==> src/rtl/linebuf_writer.sv <==
// Line-buffer write side: packs 8-bit pixels into 64-bit words and writes them into a
// NUM_ROWS_BUF-row ring on RAM port A, reporting to the reader how many complete rows are resident.
module linebuf_writer #(
    parameter int IMG_WIDTH    = 64,
    parameter int IMG_HEIGHT   = 64,
    parameter int NUM_ROWS_BUF = 4
) (
    input  logic        clk,
    input  logic        reset,
    input  logic        start,
    input  logic [7:0]  pixel_data,
    input  logic        pixel_valid,
    output logic        pixel_ready,
    output logic        ena,
    output logic        wea,
    output logic [7:0]  addra,
    output logic [63:0] dina,
    input  logic        row_release,
    output logic [3:0]  rows_avail,
    output logic        row_done,
    output logic        frame_done
);
    localparam int WPR = IMG_WIDTH / 8;
    localparam int WW  = (WPR > 1) ? $clog2(WPR) : 1;
    localparam int SW  = (NUM_ROWS_BUF > 1) ? $clog2(NUM_ROWS_BUF) : 1;
    localparam int RW  = (IMG_HEIGHT > 1) ? $clog2(IMG_HEIGHT) : 1;

    typedef enum logic [1:0] {IDLE, FILL, DONE} state_t;
    state_t state, state_next;

    logic [2:0]    byte_idx;
    logic [WW-1:0] word_idx;
    logic [SW-1:0] slot;
    logic [RW-1:0] row_cnt;
    logic          row_open;
    logic [55:0]   pack;

    logic       accept;
    logic       word_full;
    logic       last_word;
    logic       last_row;
    logic       slot_free;
    logic       rel_ok;
    logic [7:0] addr_next;

    assign accept    = pixel_valid && pixel_ready;
    assign word_full = accept && (byte_idx == 3'd7);
    assign last_word = (word_idx == WW'(WPR - 1));
    assign last_row  = (row_cnt == RW'(IMG_HEIGHT - 1));
    assign addr_next = 8'(slot) * 8'(WPR) + 8'(word_idx);
    assign rel_ok    = row_release && (rows_avail != 4'd0);
    // A row whose last word is being written (row_done high) still holds its slot
    // until rows_avail picks it up on the next edge.
    assign slot_free = ({1'b0, rows_avail} + {4'b0, row_done}) < 5'(NUM_ROWS_BUF);

    always_comb begin
        state_next  = state;
        pixel_ready = 1'b0;
        case (state)
            IDLE: state_next = IDLE;
            FILL: begin
                pixel_ready = !start && (row_open || slot_free);
                if (word_full && last_word && last_row) begin
                    state_next = DONE;
                end
            end
            DONE:    state_next = DONE;
            default: state_next = IDLE;
        endcase
        if (start) begin
            state_next = FILL;
        end
    end

    always_ff @(posedge clk or posedge reset) begin
        if (reset) begin
            state <= IDLE;
        end else begin
            state <= state_next;
        end
    end

    always_ff @(posedge clk or posedge reset) begin
        if (reset) begin
            ena        <= 1'b0;
            wea        <= 1'b0;
            row_done   <= 1'b0;
            frame_done <= 1'b0;
            addra      <= 8'd0;
            dina       <= 64'd0;
            rows_avail <= 4'd0;
            byte_idx   <= 3'd0;
            word_idx   <= '0;
            slot       <= '0;
            row_cnt    <= '0;
            row_open   <= 1'b0;
            pack       <= 56'd0;
        end else begin
            ena        <= word_full;
            wea        <= word_full;
            row_done   <= word_full && last_word;
            frame_done <= word_full && last_word && last_row;
            if (start) begin
                rows_avail <= 4'd0;
                byte_idx   <= 3'd0;
                word_idx   <= '0;
                slot       <= '0;
                row_cnt    <= '0;
                row_open   <= 1'b0;
            end else begin
                if (row_done && !rel_ok && (rows_avail != 4'(NUM_ROWS_BUF))) begin
                    rows_avail <= rows_avail + 4'd1;
                end else if (rel_ok && !row_done) begin
                    rows_avail <= rows_avail - 4'd1;
                end

                if (word_full && last_word) begin
                    row_open <= 1'b0;
                end else if (accept) begin
                    row_open <= 1'b1;
                end

                if (accept) begin
                    byte_idx <= byte_idx + 3'd1;
                    for (int k = 0; k < 7; k++) begin
                        if (byte_idx == 3'(k)) begin
                            pack[8*k +: 8] <= pixel_data;
                        end
                    end
                    if (byte_idx == 3'd7) begin
                        addra <= addr_next;
                        dina  <= {pixel_data, pack};
                        if (last_word) begin
                            word_idx <= '0;
                            slot     <= (slot == SW'(NUM_ROWS_BUF - 1)) ? '0 : slot + 1'b1;
                            row_cnt  <= row_cnt + 1'b1;
                        end else begin
                            word_idx <= word_idx + 1'b1;
                        end
                    end
                end
            end
        end
    end

endmodule

==> config.mk <==
export PLATFORM = sky130hd
export DESIGN_NAME = linebuf_writer
export DESIGN_NICKNAME = d
export VERILOG_FILES = /design/src/rtl/linebuf_writer.sv
export SDC_FILE = /design/constraint.sdc
export NUM_CORES = 1
export LEC_CHECK = 0
export CAP_MARGIN = 20
export CORE_ASPECT_RATIO = 0.6
export CORE_MARGIN = 5
export CORE_UTILIZATION = 28
export DETAILED_ROUTE_END_ITERATION = 8
export PLACE_DENSITY = 0.44
export SLEW_MARGIN = 0
export SYNTH_ARGS = -nofsm -noshare
export SYNTH_HDL_FRONTEND = slang
export SYNTH_SLANG_ARGS = --single-unit
==> constraint.sdc <==
create_clock -name clk -period 15.4 [get_ports clk]
set_clock_uncertainty 0.05 [all_clocks]
set_input_delay 3.08 -clock clk [delete_from_list [all_inputs] [get_ports clk]]
set_output_delay 3.08 -clock clk [all_outputs]
set_load 0.02 [all_outputs]
==> flow_summary.yaml <==
run_status:
  outcome: "completed"
worst_setup_path:
  critPathRequiredTime_ns: 12.27
  max_stage_delay_ns: 0.54
  start_kind: "primary input"
  crit_type: "in -> out"
  arrival_ns: 4.43
  crit_chain: "clkdlybuf4s50_1, buf_4, nor2_1, clkdlybuf4s50_1"
  crit_top_cell: "clkdlybuf4s50_1"
  worstSetupEndpointType: "output pin"
  path_max_fanout: 30
  slowest_stage: "clkdlybuf4s50_1"
cells_and_area:
  final_common_cell: "dfrtp_1"
  drive_above_1_share_pct: 31.8
  seqCellArea_um2: 3730
  syn2layout_area_growth_pct: 30.2
  nNetsFinal: 545
  antenna_cells: 0
  multi_input_area_um2: 2310
  num-fill-cells: 2092
  final_area_um2: 8060
  mostFrequentLayoutCells: "dfrtp_1, mux2_2, clkdlybuf4s50_1"
global_route:
  first_global_vias: 3736
  grt_first_pass_wirelength_um: 22400
  globalRouteTotalUtil_pct: 11.5
  antenna_found_initial: 1
  grt_max_degree: 85
  grt.overflow.total: 0
floorplanning:
  start_util_pct: 28.2
  coreArea_um2: 21900
  die_y_um: 125
  placementRows: 42
  io_pins: 94
  die_x_um: 202
  dieArea_um2: 25300
clock_network:
  cts_resized: 0
  cts_tree: "yes"
  clkTransAtPathRegs_ns: 0.06
  cts_root_buf: "clkbuf_16"
  clk_latency_ns: 0.42
  clockBufferDepth: 2
  cts_hold_buf: 0
  h-tree-depth: 4
  cts_setup_buffers: 0
  numCtsBuffers: 17
  numClockSinks: 149
placement:
  io_buffers: 90
  placed_cell_area_um2: 7380
  place_ws_ns: 7.82
  hpwl_um: 9510
  gp_congestion: 0.714
sta:
  setup-tns-final_ns: 0
  setup_violations: 0
  post-route-min-period_ns: 7.56
  slew_viol_final: 0
  worst_slew_pin_slew_ns: 1.01
  relSlewSlack_pct: 32.3
  max_freq_mhz: 132
  finalHoldViolations: 0
  rsz0062_at_grt: "no"
  postLayoutSetupSlackWorst_ns: 7.84
  period_share_pct: 49.1
synth:
  synth_seq_cells: 149
  synth_area_leaders: "dfrtp_1, mux2_2, ha_1"
  synth_cell_types: 44
  yosys.area_share.xor_xnor_pct: 0.849
  ys_seq_area_share_pct: 60.2
  synthAdderAreaFrac_pct: 2.95
  yosys_warnings: 0
  syn-cell-area_um2: 6190
  synthArstFlopShare_pct: 100
  synth_compound_area_share_pct: 3.54
  synth_edf_count: 0
  synth_top_area_share_pct: 60.2
  synth_top_family_by_area: "multiplexers"
  synth_cells: 424
  synth_flop_cell: "dfrtp_1"
  avgSynthCellArea_um2: 14.6
  synthMuxAreaShare_pct: 23.9
  synth-simple-area-share_pct: 5.78
  synth.largest_area_cell: "dfrtp_1"
route:
  wl_per_cell_um: 17.4
  vias: 3672
  totalWireLength_um: 14200
  via_per_inst: 4.49
  drt_iter0_markers: 133
  drt_first_pass_iters: 4
  drc: 0
  antenna_left: 0
min_path:
  hp-class: "reg -> reg"
power:
  peakVddDrop_mv: 0.0743
  p_leak_uw: 0.00386
  power.density_nw_per_um2: 140
  total_power_uw: 1130
flow_run:
  maxCapViolations: 0
## power breakdown
part | internal, µW | total, µW | switching [µW]
Sequential | 444 | 483 | 38.4
Clock | 306 | 476 | 170
Combinational | 86.9 | 169 | 81.7
## flip-flops by register name (all words and copies together), names as in the netlist
signal      flops
word_idx        3
pack           56
addra           5
rows_avail      4
row_cnt         6
row_open        1
byte_idx        3
state           2
slot            2
wea             1
row_done        1
dina           64
frame_done      1
## cell usage after synthesis, drive strengths merged (2+ instances only)
cell,n
or3,4
mux2,126
o21ai,10
nor2,14
nand2b,4
nand4,3
nor2b,3
o311ai,2
or2,2
xor2,3
inv,14
ha,13
mux2i,3
a21oi,8
o211ai,4
buf,13
a311oi,2
and3,2
xnor2,3
nand3,3
and4b,3
nand3b,5
nand2,11
or4,2
clkbuf,7
dfrtp,149
## through the flow
stage	cells	hold WS, ns	utilization [%]
after floorplan	426	0.403	-
after global placement	785	0.425	33.7
after detailed placement	785	0.437	33.7
after CTS	817	0.451	36.8
after global routing	817	0.458	36.8
final	817	0.448	36.8
## area by class of cell
| cell class | instances | share of cell area, % |
|---|---|---|
| inverter | 14 | 0.714 |
| clock inverter | 14 | 3.09 |
| timing repair buffer | 93 | 11.5 |
| tap | 286 | 4.44 |
| multi-input combinational | 243 | 28.7 |
| sequential | 149 | 46.3 |
| clock buffer | 18 | 5.33 |
## critical path, delay by kind of cell
kind | cells | cell delay [ns]
buf+inv | 3 | 1.27
simple gates | 1 | 0.08
## layer usage
layer | routed length (µm) | track usage, %
met3 | 732 | 3.93
met1 | 7410 | 17.1
met4 | 61 | 2.41
met2 | 6030 | 16.2
met5 | 0 | 0
## path summary, 6_finish.rpt
check	startpoint	end	slack, ns	depth (start not counted)
worst max-delay path	start	pixel_ready	7.84	4
worst min-delay path	pack[36]	dina[36]	0.45	1
worst max register to register	row_done	dina[11]	12.43	4
worst min register to register	pack[36]	dina[36]	0.45	1
max in group asynchronous	reset	dina[41]	10.77	3
min in group asynchronous	reset	wea	3.13	2
## kinds of logic (layout without fill, tap and decap cells)
group,Yosys count,after routing
mux,129,129
other cells,1,3
xor+xnor,6,6
simple gates,60,60
flops,149,149
buf+inv,34,139
compound gates,31,31
fa+ha+maj,14,14
Note: power is estimated with default switching activity, not from simulation.
